File: config.mk
export PLATFORM = sky130hd
export DESIGN_NAME = branch_resolve_unit
export DESIGN_NICKNAME = d
export VERILOG_FILES = /design/src/rtl/branch_resolve_unit.sv
export SDC_FILE = /design/constraint.sdc
export NUM_CORES = 1
export LEC_CHECK = 0
export BUFFER_PORTS_ARGS = -buffer_cell sky130_fd_sc_hd__buf_4
export CAP_MARGIN = 20
export CELL_PAD_IN_SITES_DETAIL_PLACEMENT = 1
export CELL_PAD_IN_SITES_GLOBAL_PLACEMENT = 1
export CORE_UTILIZATION = 36
export CTS_BUF_LIST = sky130_fd_sc_hd__clkbuf_16
export CTS_CLUSTER_DIAMETER = 150
export DETAILED_ROUTE_END_ITERATION = 16
export PLACE_DENSITY_LB_ADDON = 0.08
export SYNTH_ARGS = -nofsm -noshare
export SYNTH_HDL_FRONTEND = slang
export SYNTH_SLANG_ARGS = --single-unit
File: constraint.sdc
create_clock -name CLK -period 2.8 [get_ports CLK]
set_input_delay 0.56 -clock CLK [delete_from_list [all_inputs] [get_ports CLK]]
set_output_delay 0.56 -clock CLK [all_outputs]
set_load 0.01 [all_outputs]
File: src/rtl/branch_resolve_unit.sv
// Branch/jump resolution stage: evaluates conditional branches and jumps, flags
// mispredictions, issues BTB updates and keeps saturating resolution statistics.
module branch_resolve_unit #(
   parameter int XLEN  = 32,
   parameter int TAG_W = 4,
   parameter int CNT_W = 16
) (
   input  logic             CLK,
   input  logic             nRST,
   input  logic             flush,
   input  logic             in_valid,
   output logic             in_ready,
   input  logic [TAG_W-1:0] in_tag,
   input  logic [XLEN-1:0]  in_pc,
   input  logic [XLEN-1:0]  in_rs1,
   input  logic [XLEN-1:0]  in_rs2,
   input  logic [XLEN-1:0]  in_imm,
   input  logic [2:0]       in_br_type,
   input  logic [1:0]       in_j_type,
   input  logic             in_pred_taken,
   input  logic [XLEN-1:0]  in_pred_target,
   output logic             out_valid,
   input  logic             out_ready,
   output logic [TAG_W-1:0] out_tag,
   output logic             out_taken,
   output logic             out_miss,
   output logic             out_is_jump,
   output logic [XLEN-1:0]  out_next_pc,
   output logic [XLEN-1:0]  out_link,
   output logic             btb_upd_valid,
   output logic [XLEN-1:0]  btb_upd_pc,
   output logic [XLEN-1:0]  btb_upd_target,
   output logic             btb_upd_taken,
   input  logic             stat_clear,
   output logic [CNT_W-1:0] stat_branches,
   output logic [CNT_W-1:0] stat_misses
);
   localparam logic [XLEN-1:0]  PC_STEP   = {{(XLEN-3){1'b0}}, 3'b100};
   localparam logic [XLEN-1:0]  JALR_MASK = {{(XLEN-1){1'b1}}, 1'b0};
   localparam logic [XLEN-1:0]  XLEN_ZERO = {XLEN{1'b0}};
   localparam logic [CNT_W-1:0] CNT_MAX   = {CNT_W{1'b1}};
   localparam logic [CNT_W-1:0] CNT_ONE   = {{(CNT_W-1){1'b0}}, 1'b1};
   localparam logic [CNT_W-1:0] CNT_ZERO  = {CNT_W{1'b0}};

   logic             out_valid_q, btb_valid_q, counted_q;
   logic [TAG_W-1:0] out_tag_q;
   logic             out_taken_q, out_miss_q, out_is_jump_q, btb_taken_q;
   logic [XLEN-1:0]  out_next_pc_q, out_link_q, btb_pc_q, btb_target_q;
   logic [CNT_W-1:0] stat_br_q, stat_ms_q;

   logic             accept_s, handshake_s, cond_taken_s;
   logic             out_taken_d, out_miss_d, out_is_jump_d;
   logic [XLEN-1:0]  seq_pc_s, br_target_s, jalr_sum_s, target_s;
   logic [XLEN-1:0]  out_next_pc_d, out_link_d;

   assign in_ready    = !out_valid_q || out_ready;
   assign accept_s    = in_valid && in_ready && !flush;
   assign handshake_s = out_valid_q && out_ready && !flush && counted_q;
   assign seq_pc_s    = in_pc + PC_STEP;
   assign br_target_s = in_pc + in_imm;
   assign jalr_sum_s  = in_rs1 + in_imm;

   // Conditional branch direction from funct3
   always_comb begin
      cond_taken_s = 1'b0;
      case (in_br_type)
         3'd0:    cond_taken_s = (in_rs1 == in_rs2);
         3'd1:    cond_taken_s = (in_rs1 != in_rs2);
         3'd4:    cond_taken_s = ($signed(in_rs1) <  $signed(in_rs2));
         3'd5:    cond_taken_s = ($signed(in_rs1) >= $signed(in_rs2));
         3'd6:    cond_taken_s = (in_rs1 <  in_rs2);
         3'd7:    cond_taken_s = (in_rs1 >= in_rs2);
         default: cond_taken_s = 1'b0;
      endcase
   end

   // Resolved direction, target, next PC, link and mispredict for the incoming op
   always_comb begin
      out_taken_d   = 1'b0;
      out_is_jump_d = 1'b0;
      target_s      = br_target_s;
      case (in_j_type)
         2'd0: out_taken_d = cond_taken_s;
         2'd1: begin
            out_taken_d   = 1'b1;
            out_is_jump_d = 1'b1;
         end
         2'd2: begin
            out_taken_d   = 1'b1;
            out_is_jump_d = 1'b1;
            target_s      = jalr_sum_s & JALR_MASK;
         end
         default: out_taken_d = 1'b0;
      endcase
      if (out_taken_d) out_next_pc_d = target_s;
      else             out_next_pc_d = seq_pc_s;
      if (out_is_jump_d) out_link_d = seq_pc_s;
      else               out_link_d = XLEN_ZERO;
      out_miss_d = (out_taken_d != in_pred_taken) ||
                   (out_taken_d && (in_pred_target != target_s));
   end

   // Result and BTB-update registers; BTB pulse lasts one cycle regardless of stalls
   always_ff @(posedge CLK or negedge nRST) begin
      if (!nRST) begin
         out_valid_q   <= 1'b0;
         btb_valid_q   <= 1'b0;
         counted_q     <= 1'b0;
         out_tag_q     <= {TAG_W{1'b0}};
         out_taken_q   <= 1'b0;
         out_miss_q    <= 1'b0;
         out_is_jump_q <= 1'b0;
         out_next_pc_q <= XLEN_ZERO;
         out_link_q    <= XLEN_ZERO;
         btb_pc_q      <= XLEN_ZERO;
         btb_target_q  <= XLEN_ZERO;
         btb_taken_q   <= 1'b0;
      end else if (flush) begin
         out_valid_q <= 1'b0;
         btb_valid_q <= 1'b0;
      end else begin
         btb_valid_q <= accept_s && (in_j_type == 2'd0);
         if (accept_s) begin
            out_valid_q   <= 1'b1;
            counted_q     <= (in_j_type != 2'd3);
            out_tag_q     <= in_tag;
            out_taken_q   <= out_taken_d;
            out_miss_q    <= out_miss_d;
            out_is_jump_q <= out_is_jump_d;
            out_next_pc_q <= out_next_pc_d;
            out_link_q    <= out_link_d;
         end else if (out_ready) begin
            out_valid_q <= 1'b0;
         end
         if (accept_s && (in_j_type == 2'd0)) begin
            btb_pc_q     <= in_pc;
            btb_target_q <= br_target_s;
            btb_taken_q  <= out_taken_d;
         end
      end
   end

   // Saturating statistics; clear wins over a same-cycle increment
   always_ff @(posedge CLK or negedge nRST) begin
      if (!nRST) begin
         stat_br_q <= CNT_ZERO;
         stat_ms_q <= CNT_ZERO;
      end else if (stat_clear) begin
         stat_br_q <= CNT_ZERO;
         stat_ms_q <= CNT_ZERO;
      end else begin
         if (handshake_s && (stat_br_q != CNT_MAX)) stat_br_q <= stat_br_q + CNT_ONE;
         if (handshake_s && out_miss_q && (stat_ms_q != CNT_MAX)) stat_ms_q <= stat_ms_q + CNT_ONE;
      end
   end

   assign out_valid      = out_valid_q;
   assign out_tag        = out_tag_q;
   assign out_taken      = out_taken_q;
   assign out_miss       = out_miss_q;
   assign out_is_jump    = out_is_jump_q;
   assign out_next_pc    = out_next_pc_q;
   assign out_link       = out_link_q;
   assign btb_upd_valid  = btb_valid_q;
   assign btb_upd_pc     = btb_pc_q;
   assign btb_upd_target = btb_target_q;
   assign btb_upd_taken  = btb_taken_q;
   assign stat_branches  = stat_br_q;
   assign stat_misses    = stat_ms_q;
endmodule

==> results of run 1 <==
synthesized netlist by cell type, types with 6 or more instances:
cell	count
a211oi_1	12
a21o_1	35
a21oi_1	108
a22o_1	8
a31oi_1	9
and2_1	9
and3_1	20
clkbuf_1	66
dfrtp_1	171
ha_1	100
inv_1	60
mux2_2	66
mux2i_1	26
nand2_1	237
nand2b_1	14
nand3_1	49
nand4_1	42
nor2_1	117
nor2b_1	14
nor3_1	28
nor3b_1	9
nor4_1	14
o2111ai_1	8
o211ai_1	18
o21a_1	13
o21ai_0	124
or2_2	6
or3_1	11
xnor2_1	58
xor2_1	62
area by class of cell:
| type | instances | area share (%) |
|---|---|---|
| Inverter | 61 | 1.18 |
| Antenna cell | 2 | 0.0227 |
| Multi-Input combinational cell | 1328 | 45.1 |
| Clock buffer | 17 | 1.93 |
| Sequential cell | 171 | 19.4 |
| Timing Repair Buffer | 807 | 28.9 |
| Tap cell | 511 | 2.90 |
| Clock inverter | 14 | 0.483 |
stage by stage:
stage	setup WS (ns)	hold slack, ns	cell area (um2)	utilization (%)
final	-0.587	0.122	22000	58.5
after global routing	-0.693	0.181	22000	58.5
after CTS	-0.583	0.158	21700	57.7
after detailed placement	-1.18	0.467	20400	54.2
after global placement	-1.10	0.458	20400	54.2
after floorplan	-0.662	0.264	14000	-
kinds of logic (layout without fill, tap and decap cells):
kind of cell               count (synthesis)  in the layout  share of synthesized area [%]
buffers and inverters                    135            899                           3.77
AOI/OAI and AO/OA                        405            405                           18.8
xor gates and xnor gates                 127            127                           8.80
adders and majority gates                102            102                           9.38
muxes                                     92             92                           7.29
and+or+nand+nor                          602            602                           20.9
other                                      0              2                              0
DFF                                      171            171                           31.1
layer usage:
layer | vias to the layer above | global-route usage [%]
met5 | - | 0
met4 | 0 | 8.90
met3 | 77 | 3.76
met2 | 384 | 56.6
met1 | 7829 | 42.4
li1 | 7411 | -
worst paths after layout:
kind / endpoint / cells past startpoint / start / slack [ns]
max: out_miss$_DFFE_PN0P_ / 15 / in_imm[1] / -0.59
min reg2reg: btb_upd_taken$_DFFE_PN0P_ / 2 / btb_upd_taken$_DFFE_PN0P_ / 0.48
min in group CLK: out_tag[0]$_DFFE_PN0P_ / 3 / in_tag[0] / 0.32
min: out_tag[3]$_DFFE_PN0P_ / 1 / nRST / 0.12
max reg2reg: out_miss$_DFFE_PN0P_ / 12 / out_valid$_DFFE_PN0P_ / -0.04
max in group asynchronous: out_next_pc[22]$_DFFE_PN0P_ / 2 / nRST / 1.94
power breakdown:
part / total (mW) / switching (mW) / internal [mW]
registers: 3.19 / 0.278 / 2.91
logic: 5.12 / 2.55 / 2.57
clock network: 2.21 / 1.00 / 1.20
sequential cells by signal, indices dropped and copies added, names as in the netlist, 4 cells and up:
register	flops
stat_branches	16
btb_upd_pc	32
btb_upd_target	32
out_next_pc	32
out_tag	4
out_link	32
stat_misses	16
timing repair:
item                                   in CTS  in global routing
pin swaps                                  68                 42
resized for setup                         131                 60
endpoints found under the hold margin       0                  0
buffers inserted                           20                  5
cloned                                      3                  0
hold buffers                                0                  0
setup endpoints to repair                  38                 41
worst reg2reg max path: stages (launching register included):
cell,delay (ns)
dfrtp_1,0.37
nor2b_1,0.15
nor3b_2,0.31
nand3_1,0.18
nor2_1,0.18
nand4_1,0.16
a211o_1,0.30
nor4_1,0.27
buf_4,0.17
and4_1,0.19
nand4_1,0.14
nor4_2,0.24
nor2_1,0.06
==> impl_metrics.py, run 1 <==
metrics = {
    "placed_design": {
        "dp_hpwl_mm": 52.2,
        "gp_congestion": 0.939,
        "portBuffers": 346,
        "place_inst": 2857,
    },
    "synth": {
        "ys.flop_type": "dfrtp_1",
        "synth_top_cell_by_area": "dfrtp_1",
        "netlist_instances": 1634,
        "yosys-top-cells-area": "dfrtp_1 (31%), ha_1 (9.1%), nand2_1 (6.5%), mux2_2 (5.4%), o21ai_0 (4.5%)",
        "synth_edf_count": 0,
        "ys_ff_latch": 171,
        "synth-seq-area-share_pct": 31.1,
        "synth_top_cell_area_share_pct": 31.1,
        "synth_cell_type_count": 85,
        "syn_area_um2": 13800,
        "syn_area_per_cell_um2": 8.42,
        "yosysWarnings": 0,
        "async_flop_share_pct": 100,
        "synth_nets": 1912,
    },
    "clock_network": {
        "clkTransAtPathRegs_ns": 0.06,
        "cts_buffers": 17,
        "cts_root_buffer": "clkbuf_16",
        "htree_levels": 4,
        "clockBufferDepth": 2,
        "clock_latency_ns": 0.43,
        "cts_sinks": 171,
        "cts_tree": "done",
    },
    "outcome": {
        "violations": "setup timing",
        "outcome": "finished with violations",
    },
    "timing": {
        "hold_viol_final": 0,
        "fin_ws_ns": -0.587,
        "min_period_ns": 3.39,
        "tightest_slew_ns": 0.714,
        "rsz0062_at_grt": "yes",
        "final_max_slew_viol_count": 0,
        "final-setup-viol-count": 35,
        "skew_ns": 0.00570,
        "max_clock_freq_mhz": 295,
        "max_slew_margin_pct": 52.3,
        "finalCritPeriodShare_pct": 121,
        "finalSetupTns_ns": -10.0,
    },
    "final_layout": {
        "n_fill_cell": 4484,
        "fin_cells": 2911,
        "syn_to_final_growth_pct": 60.0,
        "multi_input_area_um2": 9930,
        "drive_gt1_share_pct": 44.3,
        "final_nets": 2664,
        "layout_commonest_cell": "buf_4",
        "layout_common_cells": "buf_4 (764), nand2_1 (227), dfrtp_1 (171)",
        "regArea_um2": 4280,
    },
    "worst_hold_path": {
        "hp-class": "input port to async pin",
    },
    "floorplan": {
        "die_height_um": 198,
        "chipWidth_um": 198,
        "initial_core_util_pct": 36.5,
        "rows": 71,
        "coreArea_um2": 37700,
        "die_area_um2": 39000,
        "io_pins": 347,
    },
    "routing": {
        "first_pass_iters": 5,
        "drt_iter0_markers": 618,
        "wl_per_cell_um": 22.0,
        "vias": 15700,
        "wl_mm": 63.9,
        "via_per_inst": 5.39,
        "dr_wl_met2_mm": 31.2,
        "drt.antenna.violating_nets": 0,
        "drc": 0,
        "wl_met3_mm": 2.62,
        "met1_length_mm": 28.5,
        "top_layer": "met4",
    },
    "pwr": {
        "vdd_drop_max_mv": 0.477,
        "leakagePower_nw": 10.6,
        "finalPower_mw": 10.5,
        "p_per_area_nw_per_um2": 477,
    },
    "worst_setup_path": {
        "slowest_stage": "a211o_4",
        "crit_family": "compound AO/OA/AOI/OAI gates",
        "critPathLaunchType": "input port",
        "cp.arrival_ns": 3.70,
        "slowest_delay_ns": 0.37,
        "crit_chain": "buf_8 -> buf_6 -> ha_4 -> nand4_1 -> buf_4 -> a21o_4 -> a211o_4 -> a221o_1 -> a21o_1 -> o211a_1 -> mux2i_1 -> a2111oi_2 -> o2111ai_1 -> nor4_2 -> nor2_1",
        "cp_max_fo": 4,
        "crit_buf_inv": 3,
        "worstPathRequired_ns": 3.11,
        "criticalPathCategory": "input port to register",
        "cp-end-kind": "register",
    },
    "global_route": {
        "grt_pass1_vias": 16600,
        "antenna_found_initial": 2,
        "grt_use_total_pct": 32.6,
        "grt_pass1_wl_mm": 96.6,
        "overflow": 0,
        "grt_max_degree": 72,
    },
    "run": {
        "cap_violations": 0,
    },
}
(Power assumes the default switching activity.)
==> inputs of run 2 (changes only) <==
--- a/config.mk
+++ b/config.mk
@@ -13,6 +13,7 @@
 export CTS_BUF_LIST = sky130_fd_sc_hd__clkbuf_16
 export CTS_CLUSTER_DIAMETER = 150
 export DETAILED_ROUTE_END_ITERATION = 16
+export GPL_TIMING_DRIVEN = 0
 export PLACE_DENSITY_LB_ADDON = 0.08
 export SYNTH_ARGS = -nofsm -noshare
 export SYNTH_HDL_FRONTEND = slang
==> run 2 against run 1 <==
  * The run still ends with setup timing left
  * Count of clock-buffer cells in the layout is the same
  * Via count decreased by 8.5%
  * Combinational power decreased by 15%
  * Utilization fell by 6.9 points
  * Maximum frequency fell by 4.2%
  * Hold slack lost 0.062 ns
  * Global-route usage shrank 2.4 points
  * Non-clock buffer count decreased by 335
  * Largest power group unchanged
  * Clock power is 13% higher
  * Routed wire length shrank 6.4%
  * Critical endpoint unchanged
  * First-iteration DRC count decreased by 8.4%
  * Die area unchanged
==> impl_metrics.py, run 2 (same netlist as run 1, synthesis figures left out) <==
metrics = {
    "global_route": {
        "use_met1_pct": 37.8,
        "grt_pass1_vias": 14600,
        "met3_usage_pct": 4.99,
        "antenna_found_initial": 1,
        "grt-busiest-layer": "met2",
        "grt_pass1_wl_mm": 87.7,
        "met2_usage_pct": 52.4,
        "grt_use_total_pct": 30.1,
        "overflow": 0,
        "grt_max_degree": 112,
    },
    "final_layout": {
        "n_fill_cell": 4467,
        "n_antenna_cell": 0,
        "fin_area_um2": 19400,
        "layout_common_cells": "buf_4 (384), nand2_1 (230), dfrtp_1 (171)",
        "layout_commonest_cell": "buf_4",
        "fin_cells": 2575,
        "final_nets": 2329,
        "drive_gt1_share_pct": 33.6,
        "syn_to_final_growth_pct": 41.2,
    },
    "placed_design": {
        "dpl_cell_area_um2": 17300,
        "portBuffers": 345,
        "dp_hpwl_mm": 48.9,
        "gp_congestion": 0.935,
        "place_inst": 2492,
    },
    "timing": {
        "rsz0062_at_grt": "yes",
        "tightest_slew_ns": 0.905,
        "final-setup-viol-count": 35,
        "max_slew_margin_pct": 39.7,
        "fin_ws_ns": -0.736,
        "finalCritPeriodShare_pct": 126,
        "hold_viol_final": 0,
        "skew_ns": 0.00687,
        "max_clock_freq_mhz": 283,
        "final_max_slew_viol_count": 0,
        "min_period_ns": 3.54,
        "hold_ws_ns": 0.0602,
    },
    "clock_network": {
        "hold_buffers": 0,
        "cts_tree": "done",
        "clockBufferDepth": 2,
        "cts_root_buffer": "clkbuf_16",
        "clock_latency_ns": 0.43,
        "cts_buffers": 17,
        "htree_levels": 4,
        "clkTransAtPathRegs_ns": 0.06,
        "cts_sinks": 171,
    },
    "routing": {
        "vias": 14400,
        "drc": 0,
        "via_per_inst": 5.58,
        "wl_mm": 59.8,
        "drt.antenna.violating_nets": 0,
        "first_pass_iters": 5,
        "wl_per_cell_um": 23.2,
        "drt_iter0_markers": 566,
    },
    "outcome": {
        "violations": "setup timing",
        "outcome": "finished with violations",
    },
    "pwr": {
        "leakagePower_nw": 8.92,
        "vdd_drop_max_mv": 0.468,
        "p_per_area_nw_per_um2": 515,
    },
    "floorplan": {
        "chipWidth_um": 198,
        "coreArea_um2": 37700,
        "die_area_um2": 39000,
        "die_height_um": 198,
        "initial_core_util_pct": 36.5,
        "rows": 71,
        "io_pins": 347,
    },
    "run": {
        "cap_violations": 0,
    },
    "worst_setup_path": {
        "cp.arrival_ns": 3.85,
        "criticalPathCategory": "input port to register",
        "cp_max_fo": 10,
        "cp-end-kind": "register",
        "slowest_stage": "clkbuf_2",
        "path_common_cell": "clkbuf_2",
        "critPathLaunchType": "input port",
        "crit_chain": "buf_4 -> inv_1 -> ha_2 -> clkbuf_2 -> clkbuf_4 -> clkbuf_4 -> clkbuf_2 -> clkbuf_2 -> nand3b_1 -> a32oi_1 -> nand4_1 -> nor4_4 -> nor2_1",
        "startpoint": "in_j_type[0]",
        "r2r_start": "out_valid$_DFFE_PN0P_",
        "slowest_delay_ns": 0.38,
        "worstPathRequired_ns": 3.11,
    },
    "worst_hold_path": {
        "hp-class": "input port to async pin",
    },
}
==> run 2: path summary, 6_finish.rpt <==
kind	to	slack (ns)	cells past startpoint
worst min register to register	out_tag[1]$_DFFE_PN0P_	0.48	2
max in group asynchronous	btb_upd_target[31]$_DFFE_PN0P_	1.79	2
worst max register to register	out_miss$_DFFE_PN0P_	-0.31	11
worst min-delay path	out_tag[0]$_DFFE_PN0P_	0.06	1
min in group CLK	out_tag[3]$_DFFE_PN0P_	0.32	3
worst max-delay path	out_miss$_DFFE_PN0P_	-0.74	13
==> run 2: area by class of cell <==
class                           count  area (um2)  area share, %
Clock buffer                       17         425           2.19
Timing Repair Buffer              409        3220           16.6
Inverter                           61         262           1.35
Buffer                             63         352           1.81
Clock inverter                     15         180          0.927
Tap cell                          511         639           3.29
Sequential cell                   171        4280           22.0
Multi-Input combinational cell   1328       10100           51.8
==> run 2: power by group <==
part | leakage, nW | internal, mW | switching (mW)
registers | 2.18 | 2.91 | 0.282
logic | 6.44 | 1.97 | 2.36
clock network | 0.300 | 1.48 | 1.01
==> run 2: metal layers <==
layer  vias up  routed length (um)
met3        78                3100
met2       377               29300
met1      7162               25600
li1       6741                   -
met4         2                1790
met5         -                  11
==> run 2: repair_timing <==
item	4_1_cts	5_1_grt
gates resized for setup	153	70
pin swaps	52	19
setup buffers	41	19
cloned	2	1
setup endpoints to repair	62	46
==> run 2: stage by stage <==
| step | power, mW | util, % | worst slack, ns | TNS, ns |
|---|---|---|---|---|
| after floorplan | 5.16 | - | -0.662 | -8.89 |
| after global placement | 6.97 | 45.9 | -2.60 | -119.85 |
| after detailed placement | 7.06 | 46.0 | -2.60 | -71.45 |
| after CTS | 9.87 | 50.3 | -0.713 | -13.20 |
| after global routing | 10.5 | 51.6 | -0.856 | -20.65 |
| final | 10.0 | 51.6 | -0.736 | -18.60 |
==> run 2: critical path, delay by kind of cell <==
kind / cells / cell delay, ns
buffers and inverters: 7 / 1.91
adder cells (fa/ha/maj): 1 / 0.31
AO/OA/AOI/OAI: 1 / 0.20
AND/OR/NAND/NOR: 4 / 0.84
==> inputs of run 3 (changes only) <==
--- a/config.mk
+++ b/config.mk
@@ -14,7 +14,7 @@
 export CTS_CLUSTER_DIAMETER = 150
 export DETAILED_ROUTE_END_ITERATION = 16
 export GPL_TIMING_DRIVEN = 0
-export PLACE_DENSITY_LB_ADDON = 0.08
+export PLACE_DENSITY_LB_ADDON = 0.1
 export SYNTH_ARGS = -nofsm -noshare
 export SYNTH_HDL_FRONTEND = slang
 export SYNTH_SLANG_ARGS = --single-unit
==> run 3 against run 2 <==
  * The run still ends with setup timing left
  * Count of clock-buffer cells in the layout stayed put
  * Die area is the same
  * First-iteration DRC count up 7.8%
  * Register-to-register slack got worse by 0.04 ns
  * Global-route usage down 0.14 points
  * Cell count shrank 0.66%
  * Non-clock buffer count decreased by 21
  * Sequential power hardly changed
  * Setup slack improved by 0.015 ns
  * Combinational power shrank 1%
  * Critical path type unchanged
  * Critical endpoint unchanged
==> impl_metrics.py, run 3 (same netlist as run 1, synthesis figures left out) <==
metrics = {
    "outcome": {
        "outcome": "finished with violations",
        "violations": "setup timing",
    },
    "timing": {
        "final_max_slew_viol_count": 0,
        "fin_ws_ns": -0.722,
        "skew_ns": 0.0101,
        "min_period_ns": 3.52,
        "final-setup-viol-count": 35,
        "max_clock_freq_mhz": 284,
        "max_slew_margin_pct": 43.0,
        "tightest_slew_ns": 0.855,
        "finalCritPeriodShare_pct": 126,
        "hold_viol_final": 0,
        "hold_ws_ns": 0.0979,
        "finalSetupTns_ns": -13.01,
        "rsz0062_at_grt": "yes",
    },
    "routing": {
        "wl_per_cell_um": 23.3,
        "drt_iter0_markers": 610,
        "via_per_inst": 5.57,
        "first_pass_iters": 5,
        "wl_mm": 59.5,
        "drc": 0,
        "drt.antenna.violating_nets": 0,
        "vias": 14300,
    },
    "placed_design": {
        "portBuffers": 345,
        "dp_hpwl_mm": 49.0,
        "pre_cts_ws_ns": -2.31,
        "gp_congestion": 0.892,
    },
    "worst_setup_path": {
        "criticalPathCategory": "input port to register",
        "crit_buf_inv": 1,
        "crit_chain": "buf_4 -> and2_4 -> fa_2 -> a21oi_4 -> nor3b_4 -> or4_4 -> a21oi_4 -> o21a_1 -> o2111ai_4 -> nor4_4 -> and4_4 -> nand4_1 -> nor4_4 -> nor2_1",
        "cp.arrival_ns": 3.84,
        "slowest_stage": "or4_4",
        "slowest_delay_ns": 0.53,
        "crit_family": "simple AND/OR/NAND/NOR gates",
        "critPathLaunchType": "input port",
        "cp_max_fo": 3,
        "worstPathRequired_ns": 3.12,
        "cp-end-kind": "register",
    },
    "global_route": {
        "antenna_found_initial": 5,
        "overflow": 0,
        "grt_pass1_wl_mm": 87.7,
        "grt_pass1_vias": 14700,
        "grt_use_total_pct": 30.0,
        "grt_max_degree": 87,
    },
    "pwr": {
        "vdd_drop_max_mv": 0.425,
        "p_per_area_nw_per_um2": 517,
        "leakagePower_nw": 8.81,
    },
    "floorplan": {
        "rows": 71,
        "io_pins": 347,
        "die_height_um": 198,
        "initial_core_util_pct": 36.5,
        "chipWidth_um": 198,
        "coreArea_um2": 37700,
        "die_area_um2": 39000,
    },
    "run": {
        "cap_violations": 0,
    },
    "clock_network": {
        "cts_buffers": 17,
        "clockBufferDepth": 2,
        "hold_buffers": 0,
        "cts_tree": "done",
        "htree_levels": 4,
        "clkTransAtPathRegs_ns": 0.07,
        "clock_latency_ns": 0.44,
        "cts_sinks": 171,
        "cts_root_buffer": "clkbuf_16",
    },
    "worst_hold_path": {
        "hp-class": "input port to async pin",
    },
    "final_layout": {
        "syn_to_final_growth_pct": 39.8,
        "final_nets": 2308,
        "drive_gt1_share_pct": 33.1,
        "layout_commonest_cell": "buf_4",
        "n_fill_cell": 4504,
        "layout_common_cells": "buf_4 (368), nand2_1 (230), dfrtp_1 (171)",
    },
}
==> run 3: layer usage <==
layer,track usage [%],wire length [um]
met1,37.9,25800
met2,51.5,28700
met4,11.3,1950
met3,4.47,2960
met5,0,0
==> run 3: power by group <==
group / switching, mW / internal, mW / leakage [nW] / total [mW]
Sequential: 0.280 / 2.91 / 2.18 / 3.19
Combinational: 2.36 / 1.93 / 6.33 / 4.28
Clock: 1.01 / 1.48 / 0.302 / 2.48
Total: 3.64 / 6.31 / 8.81 / 9.95
==> run 3: path summary, 6_finish.rpt <==
check,from,end,slack [ns],cells after the start
worst min-delay path,nRST,out_tag[3]$_DFFE_PN0P_,0.1,1
max in group asynchronous,nRST,btb_upd_pc[23]$_DFFE_PN0P_,1.83,2
worst min register to register,out_is_jump$_DFFE_PN0P_,out_is_jump$_DFFE_PN0P_,0.48,2
worst max register to register,out_valid$_DFFE_PN0P_,out_miss$_DFFE_PN0P_,-0.35,12
worst max-delay path,in_rs1[0],out_miss$_DFFE_PN0P_,-0.72,14
min in group CLK,flush,out_valid$_DFFE_PN0P_,0.31,2
==> run 3: area by class of cell <==
type	count	area (um2)	share of cell area, %
antenna	4	10.0	0.0520
buffer	63	359	1.87
clock buffer	17	425	2.21
clock inverter	15	184	0.956
inverter	61	259	1.35
multi-input combinational	1328	10100	52.2
sequential	171	4280	22.2
tap	511	639	3.32
timing repair buffer	388	3030	15.8
==> run 3: what timing repair did <==
item                       CTS  global route
setup endpoints to repair   46            44
pin swaps                   40            49
gates resized for setup    148            72
cloned                       1             1
setup buffers               33             5
==> run 3: per-stage QoR <==
stage	power, mW	std cells	utilization (%)	cell area, um2
floorplan	5.16	1634	-	14000
global placement	6.96	2490	45.9	17300
detailed placement	7.07	2493	46.0	17300
CTS	9.87	2553	50.1	18900
global route	10.4	2558	51.1	19200
finish	9.95	2558	51.1	19200
